<file path="config.mk">
export PLATFORM = sky130hd
export DESIGN_NAME = hazard_ctrl
export DESIGN_NICKNAME = d
export VERILOG_FILES = /design/src/rtl/hazard_ctrl.sv
export SDC_FILE = /design/constraint.sdc
export NUM_CORES = 1
export LEC_CHECK = 0
export ABC_AREA = 1
export CAP_MARGIN = 10
export CORE_MARGIN = 8
export CORE_UTILIZATION = 43
export CTS_BUF_LIST = sky130_fd_sc_hd__clkbuf_2 sky130_fd_sc_hd__clkbuf_4 sky130_fd_sc_hd__clkbuf_8
export DETAILED_ROUTE_END_ITERATION = 6
export PLACE_DENSITY_LB_ADDON = 0.3
export SLEW_MARGIN = 10
export SYNTH_ARGS = -nofsm -noshare
export SYNTH_HDL_FRONTEND = slang
export SYNTH_SLANG_ARGS = --single-unit
</file>
<file path="constraint.sdc">
create_clock -name clk -period 1.8 [get_ports clk]
set_clock_uncertainty 0.1 [all_clocks]
set_input_delay 0.45 -clock clk [delete_from_list [all_inputs] [get_ports clk]]
set_output_delay 0.45 -clock clk [all_outputs]
set_load 0.02 [all_outputs]
</file>
<file path="src/rtl/hazard_ctrl.sv">
// Pipeline sequencing controller: load-use and HI/LO hazard stalls, branch/exception flushes.
// Optional STALL_CNT_EN adds a saturating 32-bit stall-cycle counter output (stall_cnt).
module hazard_ctrl #(
  parameter int REG_W   = 5,
  parameter int DIV_LAT = 33,
  parameter int MUL_LAT = 2,
  parameter int CNT_W   = 6
) (
  input  logic             clk,
  input  logic             rst_n,
  input  logic [REG_W-1:0] id_rs,
  input  logic [REG_W-1:0] id_rt,
  input  logic             id_use_rs,
  input  logic             id_use_rt,
  input  logic             id_md_use,
  input  logic [REG_W-1:0] ex_dst,
  input  logic             ex_rfwr,
  input  logic             ex_memrd,
  input  logic             ex_md_start,
  input  logic             ex_md_is_div,
  input  logic             ex_branch_taken,
  input  logic             exc_flush,
  output logic             if_stall,
  output logic             ex_bubble,
  output logic             id_flush,
  output logic             ex_flush,
  output logic             mem_flush,
  output logic             md_busy,
  output logic             md_done
`ifdef STALL_CNT_EN
  ,
  output logic [31:0]      stall_cnt
`endif
);

  typedef enum logic {
    MD_IDLE = 1'b0,
    MD_BUSY = 1'b1
  } md_state_t;

  localparam logic [CNT_W-1:0] DIV_CNT = CNT_W'(DIV_LAT - 1);
  localparam logic [CNT_W-1:0] MUL_CNT = CNT_W'(MUL_LAT - 1);

  md_state_t        state_q, state_d;
  logic [CNT_W-1:0] cnt_q, cnt_d;
  logic             done_d;
  logic             lu_hz, md_hz, stall;

  // A load result is only available after MEM, so forwarding cannot cover an immediate use.
  always_comb begin
    lu_hz = ex_memrd && ex_rfwr && (ex_dst != '0) &&
            ((id_use_rs && (ex_dst == id_rs)) || (id_use_rt && (ex_dst == id_rt)));
    md_hz = (state_q == MD_BUSY) && id_md_use;
    stall = (lu_hz || md_hz) && !ex_branch_taken && !exc_flush;
  end

  always_ff @(posedge clk or negedge rst_n) begin
    if (!rst_n) begin
      state_q <= MD_IDLE;
      cnt_q   <= '0;
      md_done <= 1'b0;
    end else begin
      state_q <= state_d;
      cnt_q   <= cnt_d;
      md_done <= done_d;
    end
  end

  // A start while busy is ignored; a start alongside an exception belongs to a killed instruction.
  always_comb begin
    state_d = state_q;
    cnt_d   = cnt_q;
    done_d  = 1'b0;
    case (state_q)
      MD_IDLE: begin
        if (ex_md_start && !exc_flush) begin
          state_d = MD_BUSY;
          cnt_d   = ex_md_is_div ? DIV_CNT : MUL_CNT;
        end
      end
      MD_BUSY: begin
        if (cnt_q != '0) begin
          cnt_d = cnt_q - 1'b1;
        end else begin
          state_d = MD_IDLE;
          done_d  = 1'b1;
        end
      end
      default: begin
        state_d = MD_IDLE;
        cnt_d   = '0;
      end
    endcase
  end

  // Combinational outputs are gated so that everything reads 0 while reset is held.
  always_comb begin
    if_stall  = 1'b0;
    ex_bubble = 1'b0;
    id_flush  = 1'b0;
    ex_flush  = 1'b0;
    mem_flush = 1'b0;
    md_busy   = (state_q == MD_BUSY);
    if (rst_n) begin
      if_stall  = stall;
      ex_bubble = stall;
      id_flush  = ex_branch_taken || exc_flush;
      ex_flush  = exc_flush;
      mem_flush = exc_flush;
    end
  end

`ifdef STALL_CNT_EN
  always_ff @(posedge clk or negedge rst_n) begin
    if (!rst_n) begin
      stall_cnt <= '0;
    end else if (if_stall && (stall_cnt != 32'hFFFF_FFFF)) begin
      stall_cnt <= stall_cnt + 32'd1;
    end
  end
`endif

endmodule

</file>
==> results.cfg, run 1 <==
[timing]
tns_ps = -84.8
fmaxAchievable_mhz = 543
relSlewSlack_pct = 84.5
period_needed_ps = 1840
worst_slew_pin_slew_ps = 232
rsz0062_at_grt = true
slew_viol_final = 0
timing.final.ws_setup_ps = -43.1
finalHoldViolations = 0
setup_violations = 2
fin_crit_sh_pct = 102
holdWs_ps = 208

[power_and_ir_drop]
total_power_mw = 1.21
power-per-cell-area_nw_per_um2 = 1060
p_leak_nw = 0.655
ir_drop_mv = 0.930

[route]
first_pass_iters = 4
vias_per_cell = 4.87
drt_wl_total_mm = 2.08
drt_iter0_markers = 14
routedWlPerCell_um = 11.9
wl_met3_um = 157
top_layer = met4
met1_length_um = 821
vias = 852
drc = 0
ant_nets = 0
met2_length_mm = 1.09

[flow_run]
cap_violations = 0

[floorplanning]
start_util_pct = 44.8
die_x_um = 58.0
rows = 15
die_y_um = 58.0
core_um2 = 1690
io_pins = 33
dieArea_um2 = 3360

[cells_and_area]
final_util_pct = 67.9
fin_cells = 175
area_growth_pct = 51.6
drive_above_1_share_pct = 37.3
final_nets = 187
final_area_um2 = 1150
fillers = 161
mostFrequentLayoutCells = nand2_1 (33), inv_1 (19), nor2_1 (14), buf_2 (9)
final_common_cell = nand2_1
antenna_cells = 0

[yosys]
synth_seq_area_share_pct = 26.4
ys_seq_elements = 8
yosys_warnings = 0
synth_area_leaders = dfrtp_1 (26%), nand2_1 (20%), inv_1 (12%)
synth.distinct_cells = 22
yosysTopAreaCell = dfrtp_1
synth_top_area_share_pct = 26.4
avgSynthCellArea_um2 = 6.26
syn_inst = 121
syn_nets = 148
synth_area_um2 = 757

[hold_path]
hold_class = in2async

[clock_tree]
htree_num_levels = 1
clk_latency_ps = 260
cts_tree = built
cts_root_buf = clkbuf_4
cts_buffer_depth = 2
numClockSinks = 8
holdBufCountCts = 0
path_clk_slew_ps = 60
cts_buffers = 3

[place]
dp.cells = 171
portBuffers = 32
dp_hpwl_mm = 1.66
post-place-ws_ps = -971
placed_area_um2 = 1120
gp_congestion = 0.824

[worst_setup_path]
startpoint_type = input port
cp_max_fo = 2
path_class = in2out
cp.arrival_ps = 1290
worstPathRequired_ps = 1250
end_kind = output pin

[global_routing]
overflow = 0
first_global_vias = 814
grt_pass1_wl_mm = 3.52
grtUsageTotal_pct = 12.9
antenna_found_initial = 0
grt_max_degree = 10

[run_status]
status = complete, but fails checks
violations = setup timing
==> final timing paths <==
| kind | start | end | slack [ps] | depth (start not counted) |
|---|---|---|---|---|
| setup / recovery | id_md_use | if_stall | -40 | 4 |
| hold / removal | rst_n | cnt_q[5] | 210 | 2 |
| setup reg to reg | cnt_q[0] | cnt_q[0] | 160 | 9 |
| hold reg to reg | cnt_q[3] | cnt_q[3] | 420 | 2 |
| max in group asynchronous | rst_n | cnt_q[3] | 1260 | 2 |
| min in group clk | cnt_q[3] | cnt_q[3] | 420 | 2 |
==> final cells by class <==
class | instances | area, um2 | area share [%]
Multi-Input combinational cell | 82 | 463 | 40.3
Timing Repair Buffer | 37 | 323 | 28.1
Sequential cell | 8 | 200 | 17.4
Inverter | 28 | 118 | 10.3
Clock buffer | 3 | 22.5 | 1.96
Tap cell | 17 | 21.3 | 1.85
==> registers in the layout, summed over array words and instances (netlist names) <==
name	cells
cnt_q	6
md_busy	1
md_done	1
==> critical path, cell delays in order <==
cell and delay [ps]:
clkdlybuf4s50_1 470, nand2_2 70, a21oi_4 170, buf_6 140
==> synth_stat cells <==
| master | n |
|---|---|
| nand2_1 | 41 |
| inv_1 | 25 |
| nor2_1 | 14 |
| dfrtp_1 | 8 |
| nand3_1 | 6 |
| o21ai_0 | 4 |
| buf_4 | 3 |
| o21ai_2 | 3 |
| inv_2 | 2 |
| nand4_1 | 2 |
| nor2_4 | 2 |
| a21oi_1 | 1 |
| a22oi_2 | 1 |
| ha_1 | 1 |
| inv_4 | 1 |
| nand2_2 | 1 |
| nand2_4 | 1 |
| nand3_2 | 1 |
| nand3_4 | 1 |
| o22ai_2 | 1 |
| o31ai_2 | 1 |
| xnor2_1 | 1 |
==> power breakdown <==
part	switching, mW	internal (mW)
Clock	0.0634	0.0765
Sequential	0.0596	0.266
Combinational	0.428	0.318
==> timing repair <==
| action | in CTS | in global routing |
|---|---|---|
| gates resized for setup | 107 | 17 |
| cloned | 0 | 0 |
| pin swaps | 26 | 19 |
| endpoints found under the setup margin | 6 | 2 |
| setup buffers | 1 | 0 |
==> cell families (layout without fill, tap and decap cells) <==
family / Yosys count / after routing / share of synthesized area (%)
fa+ha+maj: 1 / 1 / 1.65
xor+xnor: 1 / 1 / 1.16
flops: 8 / 8 / 26.4
buf+inv: 31 / 68 / 17.2
compound gates: 11 / 11 / 11.7
simple gates: 69 / 69 / 41.8
==> layer usage <==
layer | global-route usage [%] | vias up
li1 | - | 439
met1 | 14.4 | 382
met2 | 22.9 | 29
met3 | 4.86 | 2
met4 | 2.10 | 0
met5 | 0 | -
Power figures use the tool's default switching activity.
==> run 2: changes to the inputs <==
ABC_AREA = unset   (was 1)
CORE_UTILIZATION = 41   (was 43)
clock period = 2.25 ns   (was 1.8 ns; I/O delays follow)
==> results.cfg, run 2 <==
[route]
vias = 610
drt_iter0_markers = 7
vias_per_cell = 5.17
first_pass_iters = 4
drc = 0
ant_nets = 0
routedWlPerCell_um = 16.0
drt_wl_total_mm = 1.89

[worst_setup_path]
regToRegSetupSlack_ps = 490
critPathTopFamily = compound AO/OA/AOI/OAI gates
crit_slowest_cell = nor4_4
cp.arrival_ps = 1740
critPathBufInv = 2
startpoint_type = input port
reg2regPathDepth = 5
worstPathRequired_ps = 1590
critPathMaxStageDelay_ps = 320
cp_max_fo = 3
end_kind = output pin
worstPathCellList = buf_4, xor2_2, nor4_4, a31oi_2, o31ai_4, buf_6
reg2reg_from = cnt_q[2]
r2r-end = cnt_q[5]
path_class = in2out

[clock_tree]
path_clk_slew_ps = 50
cts_root_buf = clkbuf_4
htree_num_levels = 1
clk_latency_ps = 260
numClockSinks = 8
cts_buffers = 3
cts_setup_buffers = 0
cts_buffer_depth = 2
cts_tree = built

[place]
placed_area_um2 = 977
dp_hpwl_mm = 1.52
portBuffers = 32
gp_congestion = 0.773

[yosys]
synth_edf_count = 0
synth_top_area_share_pct = 34.6
synth_area_um2 = 579
synth_top_family_by_area = simple AND/OR/NAND/NOR gates
synthMuxAreaShare_pct = 1.94
synthAdderAreaFrac_pct = 2.16
synth-simple-area-share_pct = 23.5
syn_nets = 89
synth-xor-area-share_pct = 21.2
synth.distinct_cells = 23
ys_seq_elements = 8
synth_seq_area_share_pct = 34.6
synth_commonest_cells = dfrtp_1 (8), xor2_1 (8), nor2_1 (7), xnor2_1 (6), inv_1 (5)
synthArstFlopShare_pct = 100
ys.flop_type = dfrtp_1
synth_compound_gate_area_share_pct = 10.8
synth_area_leaders = dfrtp_1 (35%), xor2_1 (12%), xnor2_1 (9.1%)
yosys_warnings = 0
syn_inst = 62
avgSynthCellArea_um2 = 9.34
yosysTopAreaCell = dfrtp_1

[cells_and_area]
max_flop_register = cnt_q
multi_input_area_um2 = 400
final_common_cell = clkdlybuf4s50_1
drive_above_1_share_pct = 37.9
mostFrequentLayoutCells = clkdlybuf4s50_1 (12), buf_6 (10), buf_4 (10), dfrtp_1 (8)
largest_reg_flops = 6
area_growth_pct = 76.0
seq_area_um2 = 200
final_nets = 132
fillers = 89
antenna_cells = 0
final_area_um2 = 1020

[global_routing]
grtUsageTotal_pct = 14.9
antenna_found_initial = 0
overflow = 0
first_global_vias = 683
grt_max_degree = 8
grt_pass1_wl_mm = 3.10

[timing]
setup_violations = 2
rsz0062_at_grt = true
relSlewSlack_pct = 78.0
fmaxAchievable_mhz = 417
fin_crit_sh_pct = 107
finalHoldViolations = 0
worst_slew_pin_slew_ps = 327
period_needed_ps = 2400
timing.final.ws_setup_ps = -148
slew_viol_final = 0

[power_and_ir_drop]
ir_drop_mv = 0.527
p_leak_nw = 0.452
power-per-cell-area_nw_per_um2 = 880
total_power_uw = 897

[run_status]
violations = setup timing
status = complete, but fails checks

[hold_path]
min_path_cells = 2
hold_end = cnt_q[4]
hold_class = reg2reg
min_from = cnt_q[4]

[floorplanning]
start_util_pct = 44.0
die_y_um = 53.6
dieArea_um2 = 2870
rows = 13
die_x_um = 53.6
io_pins = 33
core_um2 = 1320

[flow_run]
cap_violations = 0
## run 2: worst reg2reg max path, stage by stage (launching register included)
cell      delay, ps
dfrtp_1         420
or3_4           430
o32ai_4         350
buf_4           180
nor3_1           40
a211oi_1        170
## run 2: kinds of logic after synthesis
group	Yosys count
AO/OA/AOI/OAI	6
XOR/XNOR	14
adder cells (fa/ha/maj)	1
buffers and inverters	7
flip-flops	8
multiplexers	1
AND/OR/NAND/NOR	25
## run 2: worst max-delay path by stage
stage / cells after the start / endpoint / startpoint / slack [ps]
CTS: 6 / ex_bubble / id_rt[2] / -210
floorplan: 6 / if_stall / ex_dst[0] / -60
global route: 7 / ex_bubble / id_rs[1] / -200
detailed placement: 6 / ex_bubble / ex_dst[4] / -1030
finish: 6 / ex_bubble / ex_dst[4] / -150
global placement: 6 / ex_bubble / ex_dst[4] / -940
## run 2: report_power, final
| part | internal, mW | switching, mW |
|---|---|---|
| Clock | 0.0613 | 0.0520 |
| Combinational | 0.255 | 0.243 |
| Sequential | 0.218 | 0.0682 |
## run 2: timing repair
action,in CTS,in global routing
hold buffers,0,0
setup endpoints to repair,5,3
resized for setup,83,8
pin swaps,13,6
## run 2: final cells by class
| type | count | share of cell area [%] |
|---|---|---|
| tap | 15 | 1.84 |
| sequential | 8 | 19.6 |
| inverter | 5 | 1.84 |
| clock buffer | 3 | 2.21 |
| multi-input combinational | 47 | 39.3 |
| timing repair buffer | 40 | 35.2 |
## run 2: through the flow
| stage | cells | hold slack [ps] | utilization [%] | TNS, ps | setup slack (ps) |
|---|---|---|---|---|---|
| 3_3_place_gp | 115 | 435 | 74.2 | -2990 | -938 |
| 5_1_grt | 118 | 490 | 77.4 | -405 | -200 |
| 6_report | 118 | 465 | 77.4 | -294 | -148 |
| 4_1_cts | 118 | 469 | 75.6 | -421 | -211 |
| 3_5_place_dp | 115 | 462 | 74.2 | -3200 | -1030 |
| 2_1_floorplan | 62 | 167 | - | -60.6 | -60.6 |
## run 2: layer usage
metal	vias to the layer above	routed length, um	GRT usage, %
met3	4	119	4.41
met1	292	692	15.1
met2	18	1040	26.4
met4	0	32	8.82
li1	296	-	-
met5	-	0	0
==> run 3: changes to the inputs <==
PLACE_DENSITY_LB_ADDON = 0.1   (was 0.3)
==> results.cfg, run 3 (same netlist as run 2, synthesis figures left out) <==
[clock_tree]
cts_tree = built
cts_root_buf = clkbuf_4
path_clk_slew_ps = 50
clk_latency_ps = 260
cts_setup_buffers = 0
htree_num_levels = 1
cts_buffers = 3
cts_buffer_depth = 2
numClockSinks = 8

[floorplanning]
die_y_um = 53.6
die_x_um = 53.6
rows = 13
dieArea_um2 = 2870
io_pins = 33
start_util_pct = 44.0
core_um2 = 1320

[timing]
fmaxAchievable_mhz = 421
fin_crit_sh_pct = 106
rsz0062_at_grt = true
slew_viol_final = 0
worst_slew_pin_slew_ps = 335
period_needed_ps = 2380
setup_violations = 2
finalHoldViolations = 0
timing.final.ws_setup_ps = -126
relSlewSlack_pct = 77.4

[route]
drt_wl_total_mm = 1.71
ant_nets = 0
vias = 618
drt_iter0_markers = 14
vias_per_cell = 5.24
first_pass_iters = 4
drc = 0
routedWlPerCell_um = 14.5

[place]
dp_hpwl_mm = 1.42
gp_congestion = 0.761
portBuffers = 32
placed_area_um2 = 977
dp.cells = 115

[cells_and_area]
max_flop_register = cnt_q
fillers = 111
area_growth_pct = 74.1
drive_above_1_share_pct = 38.8
fin_cells = 118
antenna_cells = 0
final_util_pct = 76.5
final_nets = 132
largest_reg_flops = 6
final_area_um2 = 1010
mostFrequentLayoutCells = clkdlybuf4s50_1 (12), buf_6 (9), dfrtp_1 (8), buf_4 (8), buf_2 (7)
final_common_cell = clkdlybuf4s50_1

[power_and_ir_drop]
p_leak_nw = 0.447
total_power_uw = 889
switching_power_uw = 357
sequentialPowerShare_pct = 32.0
pwr-share-clk_pct = 12.8
swShare_pct = 40.1
combinationalPowerShare_pct = 55.2
p_int_uw = 532
power-per-cell-area_nw_per_um2 = 881
ir_drop_mv = 0.606

[global_routing]
overflow = 0
antenna_found_initial = 0
first_global_vias = 670
grt_max_degree = 9
grt_pass1_wl_mm = 2.89
grtUsageTotal_pct = 13.3

[hold_path]
hold_class = reg2reg

[worst_setup_path]
worstPathRequired_ps = 1590
path_class = in2out
cp_max_fo = 2
startpoint_type = input port
cp.arrival_ps = 1710
end_kind = output pin

[run_status]
violations = setup timing
status = complete, but fails checks

[flow_run]
cap_violations = 0
-- run 3: worst paths after layout --
kind	start	end	slack [ps]	cells after the start
setup / recovery	id_rs[0]	if_stall	-130	7
hold / removal	cnt_q[0]	cnt_q[0]	450	2
setup reg to reg	cnt_q[2]	cnt_q[5]	500	5
hold reg to reg	cnt_q[0]	cnt_q[0]	450	2
max in group asynchronous	rst_n	cnt_q[3]	1290	3
min in group asynchronous	rst_n	cnt_q[5]	630	3
-- run 3: cell type report --
cell class | count | area [um2] | share of cell area (%)
inverter | 5 | 18.8 | 1.86
timing repair buffer | 40 | 348 | 34.5
sequential | 8 | 200 | 19.9
tap | 15 | 18.8 | 1.86
multi-input combinational | 47 | 400 | 39.7
clock buffer | 3 | 22.5 | 2.23
-- run 3: critical path, stage by stage --
cell and delay, ps:
buf_6 100, xor2_2 160, nor4_1 240, and3_1 210, a31oi_2 60, o31ai_4 230, buf_6 160
-- run 3: power groups by stage --
stage	Clock (mW)	Sequential, mW	Combinational [mW]
after floorplan	0	0.304	0.283
after global placement	0	0.283	0.467
after detailed placement	0	0.284	0.487
after CTS	0.116	0.282	0.494
after global routing	0.125	0.295	0.540
final	0.114	0.285	0.490
-- run 3: per-layer routing --
layer  part of all wire [%]  global-route usage, %
met3                    8.0                   6.34
met2                     53                   23.6
met4                    1.2                   2.52
met5                      0                      0
met1                     38                   14.2
-- run 3: through the flow --
stage | hold WS, ps | setup WS [ps] | setup TNS [ps]
floorplan | 167 | -60.6 | -60.6
global placement | 432 | -940 | -2870
detailed placement | 441 | -988 | -2980
CTS | 452 | -180 | -357
global route | 496 | -204 | -407
finish | 452 | -126 | -251
-- run 3: repair_timing --
item	CTS	global route
endpoints found under the setup margin	5	4
hold buffers	0	0
pin swaps	17	9
resized for setup	80	9
endpoints found under the hold margin	0	0
